[config.mk]
export PLATFORM = sky130hd
export DESIGN_NAME = alu_share_ctrl
export DESIGN_NICKNAME = d
export VERILOG_FILES = /design/src/rtl/alu_pkg.sv /design/src/rtl/rr_arb2.sv /design/src/rtl/alu_share_ctrl.sv
export SDC_FILE = /design/constraint.sdc
export NUM_CORES = 1
export LEC_CHECK = 0
export ABC_CLOCK_PERIOD_IN_PS = 4800
export BUFFER_PORTS_ARGS = -buffer_cell sky130_fd_sc_hd__buf_2
export CAP_MARGIN = 20
export CORE_MARGIN = 1.5
export CORE_UTILIZATION = 39
export CTS_CLUSTER_SIZE = 25
export DETAILED_ROUTE_END_ITERATION = 8
export GPL_TIMING_DRIVEN = 0
export PLACE_DENSITY = 0.71
export SYNTH_ARGS = -nofsm -noshare
export SYNTH_HDL_FRONTEND = slang
export SYNTH_HIERARCHICAL = 1
export SYNTH_SLANG_ARGS = --single-unit
[constraint.sdc]
create_clock -name clk -period 4.8 [get_ports clk]
set_clock_uncertainty 0.05 [all_clocks]
set_input_delay 0.96 -clock clk [delete_from_list [all_inputs] [get_ports clk]]
set_output_delay 0.96 -clock clk [all_outputs]
set_load 0.005 [all_outputs]
[src/rtl/alu_pkg.sv]
// alu_pkg: shared state encoding and ALU control codes for the shared-ALU sequencer.
package alu_pkg;

    typedef enum logic [1:0] {
        ST_IDLE = 2'd0,
        ST_EXEC = 2'd1,
        ST_RESP = 2'd2
    } state_t;

    localparam logic [2:0] ALU_OR  = 3'b000;
    localparam logic [2:0] ALU_AND = 3'b001;
    localparam logic [2:0] ALU_ADD = 3'b010;

endpackage

[src/rtl/rr_arb2.sv]
// rr_arb2: combinational two-way round-robin picker; on a tie the requester
// that did not win last time is chosen.
module rr_arb2 (
    input  logic [1:0] i_valid,
    input  logic       i_last_grant,
    output logic [1:0] o_grant,
    output logic       o_grant_idx
);

    assign o_grant_idx = i_valid[1] & (~i_valid[0] | ~i_last_grant);
    assign o_grant     = (|i_valid) ? (o_grant_idx ? 2'b10 : 2'b01) : 2'b00;

endmodule

[src/rtl/alu_share_ctrl.sv]
// alu_share_ctrl: arbitrates two requesters onto one external ALU, holds the
// operands for EXEC_CYCLES, then returns the captured result with backpressure.
module alu_share_ctrl #(
    parameter int WIDTH       = 32,
    parameter int EXEC_CYCLES = 1
) (
    input  logic             clk,
    input  logic             reset,
    input  logic             req0_valid,
    input  logic [WIDTH-1:0] req0_a,
    input  logic [WIDTH-1:0] req0_b,
    input  logic [2:0]       req0_ctrl,
    output logic             req0_ready,
    input  logic             req1_valid,
    input  logic [WIDTH-1:0] req1_a,
    input  logic [WIDTH-1:0] req1_b,
    input  logic [2:0]       req1_ctrl,
    output logic             req1_ready,
    output logic [WIDTH-1:0] alu_a,
    output logic [WIDTH-1:0] alu_b,
    output logic [2:0]       alu_ctrl,
    input  logic [WIDTH-1:0] alu_out,
    input  logic             alu_zero,
    output logic             rsp_valid,
    output logic             rsp_id,
    output logic [WIDTH-1:0] rsp_out,
    output logic             rsp_zero,
    input  logic             rsp_ready
);

    import alu_pkg::*;

    localparam logic [3:0] CNT_LOAD = 4'(EXEC_CYCLES - 1);

    state_t           r_state;
    state_t           w_next;
    logic [3:0]       r_cnt;
    logic             r_last;
    logic [WIDTH-1:0] r_alu_a;
    logic [WIDTH-1:0] r_alu_b;
    logic [2:0]       r_alu_ctrl;
    logic             r_rsp_id;
    logic [WIDTH-1:0] r_rsp_out;
    logic             r_rsp_zero;
    logic [1:0]       w_grant;
    logic             w_grant_idx;
    logic             w_idle;
    logic             w_accept;
    logic             w_capture;

    rr_arb2 u_arb (
        .i_valid      ({req1_valid, req0_valid}),
        .i_last_grant (r_last),
        .o_grant      (w_grant),
        .o_grant_idx  (w_grant_idx)
    );

    // Reset masks ready so no handshake can complete on a reset edge.
    assign w_idle    = (r_state == ST_IDLE) & ~reset;
    assign w_accept  = w_idle & (|w_grant);
    assign w_capture = (r_state == ST_EXEC) & (r_cnt == 4'd0);

    always_ff @(posedge clk) begin
        if (reset)
            r_state <= ST_IDLE;
        else
            r_state <= w_next;
    end

    always_comb begin
        w_next = r_state;
        case (r_state)
            ST_IDLE: w_next = w_accept ? ST_EXEC : ST_IDLE;
            ST_EXEC: w_next = w_capture ? ST_RESP : ST_EXEC;
            ST_RESP: w_next = rsp_ready ? ST_IDLE : ST_RESP;
            default: w_next = ST_IDLE;
        endcase
    end

    always_comb begin
        req0_ready = w_idle & w_grant[0];
        req1_ready = w_idle & w_grant[1];
        rsp_valid  = (r_state == ST_RESP);
    end

    always_ff @(posedge clk) begin
        if (reset) begin
            r_cnt      <= 4'd0;
            r_last     <= 1'b1;
            r_alu_a    <= '0;
            r_alu_b    <= '0;
            r_alu_ctrl <= 3'd0;
            r_rsp_id   <= 1'b0;
            r_rsp_out  <= '0;
            r_rsp_zero <= 1'b0;
        end else begin
            if (w_accept) begin
                r_alu_a    <= w_grant_idx ? req1_a : req0_a;
                r_alu_b    <= w_grant_idx ? req1_b : req0_b;
                r_alu_ctrl <= w_grant_idx ? req1_ctrl : req0_ctrl;
                r_rsp_id   <= w_grant_idx;
                r_last     <= w_grant_idx;
                r_cnt      <= CNT_LOAD;
            end else if (r_state == ST_EXEC && r_cnt != 4'd0) begin
                r_cnt <= r_cnt - 4'd1;
            end
            if (w_capture) begin
                r_rsp_out  <= alu_out;
                r_rsp_zero <= alu_zero;
            end
        end
    end

    assign alu_a    = r_alu_a;
    assign alu_b    = r_alu_b;
    assign alu_ctrl = r_alu_ctrl;
    assign rsp_id   = r_rsp_id;
    assign rsp_out  = r_rsp_out;
    assign rsp_zero = r_rsp_zero;

endmodule

==> impl_metrics.ini, run 1 <==
[outcome]
status = finished clean

[detailed_routing]
drt_iter0_markers = 213
drc = 0
num_vias = 4844
drt-vias-per-instance = 5.05
ant_nets = 0
avgRoutedWirePerCell_um = 16.4
drtPass1Iterations = 4
routed_wl_um = 15800

[timing]
drv_slew = 0
fmax_mhz = 317
timing.final.crit_period_ns = 3.15
finalHoldViolCount = 0
timing.final.ws_setup_ns = 1.65
max_slew_margin_pct = 53.2
rsz0062_at_grt = false
tns_ns = 0
min_period_over_period_pct = 65.7
worstMarginPinSlew_ns = 0.702
hold_slack_ns = 0.420
setup-violations-final = 0

[power]
seqPwrFrac_pct = 46.1
power.density_nw_per_um2 = 315
vdd_drop_max_uv = 137
leakagePower_nw = 3.15
combPwrFrac_pct = 22.3
switching_share_pct = 27.8
p_int_mw = 1.58
switchingPower_uw = 611
pwr-share-clk_pct = 31.6
total_power_mw = 2.19

[setup_path]
worstSetupPathType = in -> out
worst_path_most_repeated_cell = buf_2
cp_max_fo = 10
critPathTopFamily = buffers and inverters
slowest_delay_ns = 0.38
end_kind = primary output
cp_data_required_time_ns = 3.79
worst_setup_path_start_kind = input pin
critPathSlowestCell = nor3_4
cp-startpoint = reset
crit_buf_inv = 3
worstPathCellList = buf_2, nor3_4, clkbuf_1, and2_1, buf_2
timing.rr.start = r_last
critPathArrivalTime_ns = 2.14

[global_route]
grt_max_degree = 16
grt_usage_pct = 22.6
grt_pass1_wl_um = 25000
antenna_found_initial = 0
grt_pass1_vias = 4992
grt-ovfl-total = 0

[placement]
place.gp.congestion = 0.815
place_area_um2 = 6700
dpl.hpwl_um = 12300
port-buffer-count = 275
post-place-ws_ns = 1.63

[die]
dieArea_um2 = 13800
die_y_um = 117
die_width_um = 117
io_pins = 276
rows = 41
start_util_pct = 40.3
core_area_um2 = 12700

[cts]
cts-root-buf = clkbuf_16
clk_latency_ns = 0.34
htree_levels = 3
post_cts_resized = 0
clkTransAtPathRegs_ns = 0.07
ctsHoldBuffers = 0
cts_buffer_depth = 2
numCtsBuffers = 9
cts_sinks = 108
tritoncts = done
postCtsSetupBuffers = 0

[final_layout]
layout-drive-gt1-share_pct = 43.5
antenna_cells = 0
design_area_um2 = 6970
fin_nets = 957
syn_to_final_growth_pct = 36.5

[yosys]
ys_ff_latch = 108
syn_inst = 498
synth.avg_cell_area_um2 = 10.2
synth.distinct_cells = 31
yosys_warnings = 6
syn_nets = 671
syn_area_um2 = 5100
yosysSeqAreaShare_pct = 42.4

[min_path]
min_from = rsp_out[25]
holdCritPathClass = reg -> reg

[run]
drv_cap = 0
-- metrics by stage --
step           util [%]  std cells
6_report           55.0        960
5_1_grt            55.0        960
4_1_cts            55.0        960
3_5_place_dp       52.8        945
3_3_place_gp       52.8        945
2_1_floorplan         -        498
-- power by group through the flow --
stage	combinational, mW	clock (mW)	sequential (mW)
after floorplan	0.273	0	1.03
after detailed placement	0.492	0	1.03
final	0.489	0.694	1.01
after CTS	0.493	0.710	1.01
after global placement	0.476	0	1.03
after global routing	0.536	0.750	1.02
-- cells in the final DEF (no fill, tap or decap), drive strengths merged --
cell and n:
buf 298, dfxtp 108, mux2i 100, a21oi 71, a211oi 67, nand2b 66, clkbuf 39, inv 4
nor2b 3, and2 3, nand2 3, a21boi 3, nor3 3, or3b 2, nor2 2, a21o 2
nand3 2, clkinv 2, or2 1, nand3b 1, a221oi 1, a311oi 1, o21ba 1, a21bo 1
and3 1, a211o 1, o21bai 1, ha 1
-- cell usage after synthesis, drive strengths merged --
cell | count | area [µm²]
dfxtp | 108 | 2160
mux2i | 100 | 1000
a21oi | 71 | 355
a211oi | 67 | 653
nand2b | 66 | 413
clkbuf | 26 | 97.6
buf | 23 | 161
inv | 4 | 15.0
a21boi | 3 | 22.5
and2 | 3 | 18.8
nand2 | 3 | 11.3
nor2b | 3 | 18.8
nor3 | 3 | 37.5
a21o | 2 | 15.0
nand3 | 2 | 10.0
nor2 | 2 | 7.51
or3b | 2 | 17.5
a211o | 1 | 8.76
a21bo | 1 | 10.0
a221oi | 1 | 8.76
a311oi | 1 | 8.76
and3 | 1 | 6.26
ha | 1 | 12.5
nand3b | 1 | 7.51
o21ba | 1 | 10.0
o21bai | 1 | 7.51
or2 | 1 | 6.26
-- worst paths after layout --
path | end | slack [ns] | cells after the start
setup / recovery | req0_ready | 1.65 | 5
hold / removal | rsp_out[25] | 0.42 | 2
setup reg to reg | alu_a[14] | 2.95 | 7
hold reg to reg | rsp_out[25] | 0.42 | 2
-- kinds of logic (layout without fill, tap and decap cells) --
logic type / Yosys count / after routing / synth area share, %
flops: 108 / 108 / 42.4
mux: 100 / 100 / 19.6
simple gates: 87 / 87 / 10.9
fa+ha+maj: 1 / 1 / 0.245
buf+inv: 53 / 343 / 5.37
compound gates: 149 / 149 / 21.5
-- flip-flops by register name (all words and copies together), names as in the netlist --
signal / count
r_state: 2
rsp_zero: 1
r_cnt: 4
alu_a: 32
alu_ctrl: 3
rsp_id: 1
rsp_out: 32
r_last: 1
alu_b: 32
-- routing by layer --
layer | track usage, % | vias to the layer above | wire (µm)
met5 | 0 | - | 0
li1 | - | 2369 | -
met3 | 5.69 | 27 | 1140
met2 | 41.1 | 185 | 7990
met1 | 25.3 | 2263 | 6240
met4 | 8.64 | 0 | 389
-- tightest hold or removal path, cell delays in order (launching register included) --
cell and delay (ns):
dfxtp_1 0.31, nand2b_1 0.06, mux2i_1 0.06
-- cell type report --
type	instances	area [µm²]
fillers	1182	5710
multi-input cells	337	2670
flip-flops and latches	108	2160
repair buffers	275	1380
clock buffers	13	260
plain buffers	49	259
well taps	172	215
inverters	4	15.0
clock inverters	2	10.0
Power figures use the tool's default switching activity.
==> inputs of run 2 (changes only) <==
--- a/config.mk
+++ b/config.mk
@@ -5,7 +5,8 @@
 export SDC_FILE = /design/constraint.sdc
 export NUM_CORES = 1
 export LEC_CHECK = 0
-export ABC_CLOCK_PERIOD_IN_PS = 4800
+export ABC_AREA = 1
+export ABC_CLOCK_PERIOD_IN_PS = 2700
 export BUFFER_PORTS_ARGS = -buffer_cell sky130_fd_sc_hd__buf_2
 export CAP_MARGIN = 20
 export CORE_MARGIN = 1.5
@@ -13,7 +14,7 @@
 export CTS_CLUSTER_SIZE = 25
 export DETAILED_ROUTE_END_ITERATION = 8
 export GPL_TIMING_DRIVEN = 0
-export PLACE_DENSITY = 0.71
+export PLACE_DENSITY = 0.74
 export SYNTH_ARGS = -nofsm -noshare
 export SYNTH_HDL_FRONTEND = slang
 export SYNTH_HIERARCHICAL = 1
==> constraint.sdc (replaced) <==
create_clock -name clk -period 2.7 [get_ports clk]
set_clock_uncertainty 0.05 [all_clocks]
set_input_delay 0.54 -clock clk [delete_from_list [all_inputs] [get_ports clk]]
set_output_delay 0.54 -clock clk [all_outputs]
set_load 0.005 [all_outputs]
==> run 2 against run 1 <==
Effect of this change: global-route usage shrank 1.2 points; first-iteration DRC count grew 45%; synthesized area grew 2.7%; worst setup slack lost 0.84 ns; register-to-register slack lost 2.1 ns; non-clock buffer count shrank 2; hold slack lost 0.082 ns; critical endpoint is now alu_a[8].
==> impl_metrics.ini, run 2 <==
[die]
rows = 42
io_pins = 276
start_util_pct = 39.8
die_y_um = 119
core_area_um2 = 13200
die_width_um = 119
dieArea_um2 = 14200

[detailed_routing]
routed_wl_um = 15200
highest-signal-layer = met4
m1WireLength_um = 6750
avgRoutedWirePerCell_um = 11.6
num_vias = 5704
drt-vias-per-instance = 4.34
route.met3.wl_um = 1080
drtPass1Iterations = 4
drt_iter0_markers = 308
wl_met2_um = 7160
drc = 0
ant_nets = 0

[placement]
dpl.hpwl_um = 11700
port-buffer-count = 275
place.gp.congestion = 0.789
post-place-ws_ns = 0.418

[outcome]
status = finished clean

[yosys]
synthTopCellsByArea = dfxtp_1 41%, nand2_1 16%, nor2_1 15%
synth_top_family_by_area = simple AND/OR/NAND/NOR gates
yosysSeqAreaShare_pct = 41.2
syn_nets = 1021
synth.avg_cell_area_um2 = 6.18
synth_mux_area_share_pct = 0
ys_ff_latch = 108
synth-simple-area-share_pct = 31.7
yosys_warnings = 6
synth_top_area_cell = dfxtp_1
synth_adder_area_share_pct = 0.239
synth_compound_area_share_pct = 10.3
synthFlopType = dfxtp_1
ys_top_cells_by_count = 222 x nand2_1, 204 x nor2_1, 143 x inv_1
synth.distinct_cells = 19
syn_inst = 848
yosysMostFrequentCell = nand2_1
synth_top_area_share_pct = 41.2
syn_area_um2 = 5240
synth_edf_count = 0
async_flop_share_pct = 0
synth_xor_area_share_pct = 0.167

[cts]
cts-root-buf = clkbuf_16
post_cts_resized = 0
ctsHoldBuffers = 0
cts_buffer_depth = 2
postCtsSetupBuffers = 0
tritoncts = done
htree_levels = 3
clk_latency_ns = 0.34
clkTransAtPathRegs_ns = 0.07
cts_sinks = 108
numCtsBuffers = 9

[timing]
timing.final.crit_period_ns = 1.90
finalHoldViolCount = 0
timing.final.ws_setup_ns = 0.804
setup-violations-final = 0
rsz0062_at_grt = false
worstMarginPinSlew_ns = 0.613
tns_ns = 0
max_slew_margin_pct = 59.1
drv_slew = 0
fmax_mhz = 528
min_period_over_period_pct = 70.2

[setup_path]
cp_data_required_time_ns = 2.89
worstSetupPathType = reg -> reg
critPathArrivalTime_ns = 2.09
timing.rr.start = r_last
end_kind = flip-flop
worst_setup_path_start_kind = flip-flop
regToRegSetupSlack_ns = 0.80
r2r_cells = 6
crit-reg2reg-capture = alu_a[8]
cp_max_fo = 10

[min_path]
hold_end = r_state[0]
holdCritPathClass = in -> reg
whs_path_depth = 2
min_from = reset

[final_layout]
syn_to_final_growth_pct = 36.2
antenna_cells = 0
layout-drive-gt1-share_pct = 29.1
fin_nets = 1307
layout_commonest_cell = buf_2
most-common-layout-cells = 287 x buf_2, 222 x nand2_1, 204 x nor2_1, 143 x inv_1, 108 x dfxtp_1

[global_route]
grt_pass1_vias = 5236
grt_usage_pct = 21.4
grt-ovfl-total = 0
grt_max_degree = 17
grt_pass1_wl_um = 24500
antenna_found_initial = 0

[power]
leakagePower_nw = 4.18
vdd_drop_max_uv = 417
power.density_nw_per_um2 = 571

[run]
drv_cap = 0
## run 2: changes by cell type after synthesis, moves of 12 or more
| cell | before | now |
|---|---|---|
| nand2_1 | 3 | 222 |
| nor2_1 | 2 | 204 |
| inv_1 | 4 | 143 |
| mux2i_1 | 100 | 0 |
| o21ai_0 | 0 | 98 |
| nand2b_1 | 66 | 0 |
| a21oi_1 | 71 | 8 |
| a211oi_1 | 37 | 0 |
| a211oi_2 | 30 | 0 |
| clkbuf_1 | 26 | 14 |
## run 2: routing by layer
metal  global-route usage [%]  up-vias
li1                         -     3060
met2                     37.2      208
met3                     5.22       18
met1                     26.2     2418
met5                        0        -
met4                     6.55        0
## run 2: worst max-delay path by stage
stage,slack [ns],cells past startpoint,end,start
finish,0.80,6,alu_a[8],r_last
global route,0.65,6,alu_a[8],r_last
CTS,0.76,6,alu_a[8],r_last
detailed placement,0.42,7,alu_a[8],req0_valid
global placement,0.40,7,alu_a[8],req0_valid
floorplan,1.17,10,alu_a[1],req1_valid
## run 2: where the power goes
group / leakage [nW] / internal [mW] / switching, mW
logic: 3.14 / 0.407 / 0.511
registers: 0.887 / 1.74 / 0.0734
clock network: 0.149 / 0.768 / 0.578
## run 2: cell type report
type | instances | area, µm²
fill | 1379 | 6050
clock buffer | 12 | 256
timing repair buffer | 275 | 1380
tap | 176 | 220
buffer | 47 | 304
multi-input combinational | 545 | 2220
clock inverter | 4 | 47.5
inverter | 148 | 556
sequential | 108 | 2160
## run 2: kinds of logic (layout without fill, tap and decap cells)
kind of cell,count (synthesis),in the layout
AOI/OAI and AO/OA,108,108
and+or+nand+nor,435,435
xor gates and xnor gates,1,1
DFF,108,108
adders and majority gates,1,1
buffers and inverters,195,486
## run 2: critical path, stage by stage, from the launching register on
cell	delay, ns
dfxtp_1	0.33
a21oi_1	0.13
buf_4	0.21
clkbuf_1	0.50
o21ai_0	0.32
nor2_1	0.18
nor2_1	0.06
## run 2: stage by stage
stage               utilization, %  total power, mW  area (µm²)  std cells  hold WS, ns
CTS                           54.2             4.13        7140       1315        0.320
finish                        54.2             4.08        7140       1315        0.337
global placement              51.9             2.76        6840       1299        0.401
floorplan                        -             2.36        5240        848        0.395
global route                  54.2             4.34        7140       1315        0.325
detailed placement            51.9             2.78        6840       1299        0.403
